## config.mk

```make
export PLATFORM = sky130hd
export DESIGN_NAME = mac_acc_reduce
export DESIGN_NICKNAME = d
export VERILOG_FILES = /design/src/rtl/mac_acc_reduce.sv
export SDC_FILE = /design/constraint.sdc
export NUM_CORES = 1
export LEC_CHECK = 0
export CORE_MARGIN = 3
export CORE_UTILIZATION = 60
export DETAILED_ROUTE_END_ITERATION = 12
export HOLD_SLACK_MARGIN = 0.02
export PLACE_DENSITY_LB_ADDON = 0.12
export SYNTH_ARGS = -nofsm -noshare
export SYNTH_HDL_FRONTEND = slang
export SYNTH_SLANG_ARGS = --single-unit
```

## constraint.sdc

```tcl
create_clock -name clk -period 32.2 [get_ports clk]
set_input_delay 8.05 -clock clk [delete_from_list [all_inputs] [get_ports clk]]
set_output_delay 8.05 -clock clk [all_outputs]
set_load 0.02 [all_outputs]
```

## src/rtl/mac_acc_reduce.sv

```systemverilog
// rtl/mac_acc_reduce.sv - per-lane burst accumulator with optional horizontal reduction
//
// Consumes the 4-lane 32-bit result stream of mac4x16_top, accumulates each lane over a
// burst into ACC_W-bit accumulators and emits one registered result per burst.
//
// Ports:
//   clk, rst            clock, synchronous active-high reset
//   in_valid/in_ready   upstream beat handshake; in_last marks the final beat of a burst
//   y_vec               {y3,y2,y1,y0}, 32 bits per lane
//   op_signed           sign- (1) or zero- (0) extend lanes; sampled on the first beat
//   reduce_en           sum all lanes into lane 0; sampled on the last beat
//   out_valid/out_ready result handshake
//   acc_vec             {acc3,acc2,acc1,acc0}
//   beat_cnt            beats in the emitted burst (saturating)
//   ovf                 sticky per-lane overflow for the emitted burst
module mac_acc_reduce #(
    parameter int ACC_W = 40,
    parameter int CNT_W = 16
) (
    input  logic               clk,
    input  logic               rst,
    input  logic               in_valid,
    output logic               in_ready,
    input  logic               in_last,
    input  logic [127:0]       y_vec,
    input  logic               op_signed,
    input  logic               reduce_en,
    output logic               out_valid,
    input  logic               out_ready,
    output logic [4*ACC_W-1:0] acc_vec,
    output logic [CNT_W-1:0]   beat_cnt,
    output logic [3:0]         ovf
);

    typedef enum logic {S_IDLE, S_ACC} state_t;

    state_t                  r_state;
    logic [3:0][ACC_W-1:0]   r_acc;
    logic [CNT_W-1:0]        r_cnt;
    logic [3:0]              r_flags;
    logic                    r_signed;
    logic                    r_out_valid;
    logic [4*ACC_W-1:0]      r_acc_vec;
    logic [CNT_W-1:0]        r_beat_cnt;
    logic [3:0]              r_ovf;

    logic                    w_accept;
    logic                    w_first;
    logic                    w_sgn;
    logic [3:0][ACC_W-1:0]   w_ext;
    logic [3:0][ACC_W:0]     w_lane_res;
    logic [3:0][ACC_W-1:0]   w_lane;
    logic [3:0]              w_lane_ovf;
    logic [ACC_W:0]          w_r01;
    logic [ACC_W:0]          w_r012;
    logic [ACC_W:0]          w_rsum;
    logic [CNT_W-1:0]        w_cnt_next;

    // Returns {overflow, sum}; overflow follows the signed or unsigned rule.
    function automatic logic [ACC_W:0] add_chk(input logic [ACC_W-1:0] a,
                                               input logic [ACC_W-1:0] b,
                                               input logic             sgn);
        logic [ACC_W:0] s;
        logic           v;
        s = {1'b0, a} + {1'b0, b};
        if (sgn) v = (a[ACC_W-1] == b[ACC_W-1]) && (s[ACC_W-1] != a[ACC_W-1]);
        else     v = s[ACC_W];
        return {v, s[ACC_W-1:0]};
    endfunction

    assign in_ready  = !rst && (!r_out_valid || out_ready);
    assign w_accept  = in_valid && in_ready;
    assign out_valid = r_out_valid;
    assign acc_vec   = r_acc_vec;
    assign beat_cnt  = r_beat_cnt;
    assign ovf       = r_ovf;

    always_comb begin
        w_first = (r_state == S_IDLE);
        // Signedness is frozen for the burst once the first beat has been taken.
        w_sgn   = w_first ? op_signed : r_signed;
        w_ext      = '0;
        w_lane_res = '0;
        w_lane     = '0;
        w_lane_ovf = '0;
        for (int i = 0; i < 4; i++) begin
            w_ext[i] = w_sgn ? {{(ACC_W-32){y_vec[32*i+31]}}, y_vec[32*i +: 32]}
                             : {{(ACC_W-32){1'b0}}, y_vec[32*i +: 32]};
            // A fresh burst adds to zero, which can never overflow.
            w_lane_res[i] = add_chk(w_first ? '0 : r_acc[i], w_ext[i], w_sgn);
            w_lane[i]     = w_lane_res[i][ACC_W-1:0];
            w_lane_ovf[i] = (!w_first && r_flags[i]) || w_lane_res[i][ACC_W];
        end
        w_r01  = add_chk(w_lane[0], w_lane[1], w_sgn);
        w_r012 = add_chk(w_r01[ACC_W-1:0], w_lane[2], w_sgn);
        w_rsum = add_chk(w_r012[ACC_W-1:0], w_lane[3], w_sgn);
        if (w_first)     w_cnt_next = {{(CNT_W-1){1'b0}}, 1'b1};
        else if (&r_cnt) w_cnt_next = r_cnt;
        else             w_cnt_next = r_cnt + 1'b1;
    end

    always_ff @(posedge clk) begin
        if (rst) begin
            r_state     <= S_IDLE;
            r_acc       <= '0;
            r_cnt       <= '0;
            r_flags     <= '0;
            r_signed    <= 1'b0;
            r_out_valid <= 1'b0;
            r_acc_vec   <= '0;
            r_beat_cnt  <= '0;
            r_ovf       <= '0;
        end else begin
            if (r_out_valid && out_ready) r_out_valid <= 1'b0;
            if (w_accept) begin
                if (in_last) begin
                    // in_ready guarantees the output register is free or draining now.
                    r_state     <= S_IDLE;
                    r_out_valid <= 1'b1;
                    r_beat_cnt  <= w_cnt_next;
                    if (reduce_en) begin
                        r_acc_vec <= {{(3*ACC_W){1'b0}}, w_rsum[ACC_W-1:0]};
                        r_ovf     <= {3'b000, (|w_lane_ovf) | w_r01[ACC_W]
                                              | w_r012[ACC_W] | w_rsum[ACC_W]};
                    end else begin
                        r_acc_vec <= w_lane;
                        r_ovf     <= w_lane_ovf;
                    end
                end else begin
                    r_state <= S_ACC;
                    r_acc   <= w_lane;
                    r_cnt   <= w_cnt_next;
                    r_flags <= w_lane_ovf;
                    if (w_first) r_signed <= op_signed;
                end
            end
        end
    end

endmodule

```

==> summary.txt <==
Yosys
  • Synth warnings: 0
  • Synth Flop Type: dfxtp_1
  • Top-area cell type share of the netlist area: 0.260
  • Top cells by area, synth: dfxtp_1 26%, ha_1 13%, a21oi_1 7.9%, nand2_1 6.2%, xnor2_1 5.5%
  • Syn Inst Count: 3636
  • Synth cell types: 86
  • EDFF count, synth: 0
  • Seq/Total Area, Yosys: 0.260
  • Post-Synth Adder-Cell Area: 0.131
  • Largest family of logic cells by synthesized area: compound AO/OA/AOI/OAI gates
  • Post-Synth XOR/XNOR Area: 0.0796
  • Syn Nets: 4059
  • Post-synthesis compound-gate area fraction: 0.281
  • Synthesized flop and latch total: 363
  • Synth Area in Simple Gates: 0.207
  • Async set-reset flop share out of synthesis: 0
  • Syn Area/Cell: 7.68 um^2
  • Syn Std Cell Area: 0.0279 mm^2
  • Mux cell area share after synthesis: 0.00618
  • Largest area contributor in the netlist: dfxtp_1

GRT
  • Antenna violations before repair: 0
  • Total GRT Usage: 0.370
  • Grt ovf: 0
  • Via count of the first global-routing pass: 27500
  • Largest net degree at the start of global routing: 109
  • First-pass GRT wire length: 149 mm

Drt
  • DR vias: 28700
  • Vias per cell: 6.39
  • DR WL/cell: 21.2 um
  • Routed wire length: 95.2 mm
  • Initial DRT Pass Iterations: 7
  • Antenna violation net count after detailed routing: 0
  • Initial DRC count: 2505
  • Number of remaining DRC errors: 0

Clocking
  • Cts bufs inserted: 42
  • Clk Latency, worst-skew pair: 580 ps
  • Clock edge transition at the registers on the reported setup and hold paths: 70 ps
  • Root Driver: clkbuf_16
  • Cts hold-fix bufs: 0
  • CTS Sinks: 363
  • Clock Path Buffers: 3
  • CTS tree: built
  • Post-CTS sizing: 0
  • Htree depth: 2
  • Post-CTS setup repair buffer count: 0

Floorplanning
  • Chip height: 222 um
  • Starting Density: 0.612
  • Ports: 317
  • Die footprint: 0.0492 mm^2
  • Std-Cell Rows: 78
  • Core ar.: 0.0457 mm^2
  • Die Width: 222 um

Job
  • MaxCap Viol Count: 0

Layout
  • FF/Latch Area: 0.00727 mm^2
  • Most frequent cells in the layout: 463 x nand2_1, 442 x a21oi_1, 362 x dfxtp_1, 314 x clkdlybuf4s50_1, 281 x ha_1
  • Final instance area: 0.0329 mm^2
  • Most common cell after layout, fill and taps aside: nand2_1
  • Share of layout cells above drive strength 1: 0.0345
  • Nets: 4273
  • Diodes inserted: 0
  • Layout area overhead: 17.6%
  • Fillers: 3617
  • Multi-input gate area: 0.0197 mm^2

STA
  • Skew final: 22.3 ps
  • Fin crit period: 17490 ps
  • Slew HR: 0.169
  • Final cycle utilization of the critical path: 0.543
  • Setup-failing EPs final: 0
  • Setup TNS: 0 ps
  • RSZ-0062 raised after global routing: no
  • Final Hold Fails: 0
  • Final Slew Violations: 0
  • Worst-margin pin slew: 1250 ps
  • Max Clk Rate: 0.0572 GHz
  • Fin Hold WS: 450 ps

Pwr
  • Pwr/cell area: 53.2 mW/mm^2
  • Comb pwr share: 0.435
  • Pwr Total: 1750 uW
  • Switching Power: 682 uW
  • Peak VDD IR: 53.6 uV
  • Clock share of power: 0.294
  • Switching fraction of total power: 0.389
  • Lkg Pwr: 0.0139 uW
  • Pint: 1070 uW
  • Seq pwr share: 0.271

Hold path
  • Hold crit path type: flop to flop
  • Hold Path Cell Cnt: 2

Worst setup path
  • CP startpoint: out_ready
  • Worst Setup EP: in_ready
  • R2R Path End: ovf[0]
  • Register-to-register setup slack: 21580 ps
  • Worst r2r src: r_state
  • Data required time at the worst endpoint: 24150 ps
  • Worst Path Arrival: 9440 ps
  • Kind of end point of the critical path: output port
  • CP max FO: 3
  • Worst setup SP type: input port
  • Worst R2R Path Depth: 44
  • Critical path class: input port to output port

Status
  • Status: finished clean

Placed design
  • Port Buffer Count: 316
  • Global placer's final weighted congestion: 0.960
  • Placed cell area: 0.0314 mm^2
  • Detail Placement HPWL: 71.2 mm
-- per-stage QoR --
step / std cells / util / setup slack, ps
2_1_floorplan: 3636 / - / 15580
3_3_place_gp: 4406 / 0.687 / 14420
3_5_place_dp: 4406 / 0.687 / 14260
4_1_cts: 4483 / 0.720 / 14720
5_1_grt: 4483 / 0.720 / 13800
6_report: 4483 / 0.720 / 14710
-- area by class of cell --
class                   count  share of cell area
repair buffers            334               0.100
flip-flops and latches    363               0.221
clock inverters            17             0.00651
clock buffers              60              0.0381
multi-input cells        3017               0.600
well taps                 600              0.0228
inverters                  92              0.0105
-- cells in the mapped netlist, types with 41 or more instances --
master and count:
a22o_1 41, a22oi_1 79, xor2_1 80, xnor2_1 174, a211oi_1 57, ha_1 281, nand2_1 464, clkbuf_1 153
o21ai_0 180, nor3_1 68, and2_1 179, a21o_1 133, o21bai_1 42, inv_1 90, nand3_1 84, dfxtp_1 363
nor2_1 269, a21oi_1 442
-- metal layers --
| metal | part of all wire | track usage | up-vias |
|---|---|---|---|
| li1 | - | - | 13600 |
| met1 | 0.41 | 0.458 | 13500 |
| met2 | 0.46 | 0.615 | 1272 |
| met3 | 0.077 | 0.0698 | 329 |
| met4 | 0.057 | 0.187 | 0 |
| met5 | 0 | 0 | - |
-- power by group through the flow --
| stage | logic [uW] | clock network, uW | registers [uW] |
|---|---|---|---|
| global placement | 736 | 0 | 483 |
| floorplan | 522 | 0 | 489 |
| CTS | 748 | 517 | 474 |
| detailed placement | 742 | 0 | 484 |
| finish | 761 | 514 | 474 |
| global route | 821 | 533 | 476 |
-- sequential cells by signal, summed over array words and instances, names as in the netlist --
| register | flops |
|---|---|
| out_valid | 1 |
| ovf | 4 |
| r_signed | 1 |
| r_acc | 160 |
| acc_vec | 160 |
| r_flags | 4 |
| r_cnt | 16 |
| r_state | 1 |
| beat_cnt | 16 |
-- cell families (layout without fill, tap and decap cells) --
| group | count (synthesis) | in the layout |
|---|---|---|
| and+or+nand+nor | 1242 | 1242 |
| AOI/OAI and AO/OA | 1216 | 1216 |
| DFF | 363 | 363 |
| adders and majority gates | 288 | 288 |
| buffers and inverters | 256 | 503 |
| xor gates and xnor gates | 254 | 254 |
| muxes | 17 | 17 |
-- worst min path at each step --
stage                     from         end  slack (ps)
floorplan           r_acc[117]  r_acc[117]         430
global placement    r_acc[117]  r_acc[117]         440
detailed placement   r_acc[96]   r_acc[96]         440
CTS                  r_acc[96]   r_acc[96]         450
global route         r_acc[32]   r_acc[32]         460
finish               r_acc[79]   r_acc[79]         450
-- critical path: stages --
cell and delay, ps:
clkdlybuf4s50_1 460, inv_1 50, a21oi_1 230, clkdlybuf4s50_1 650
(Power assumes the default switching activity.)
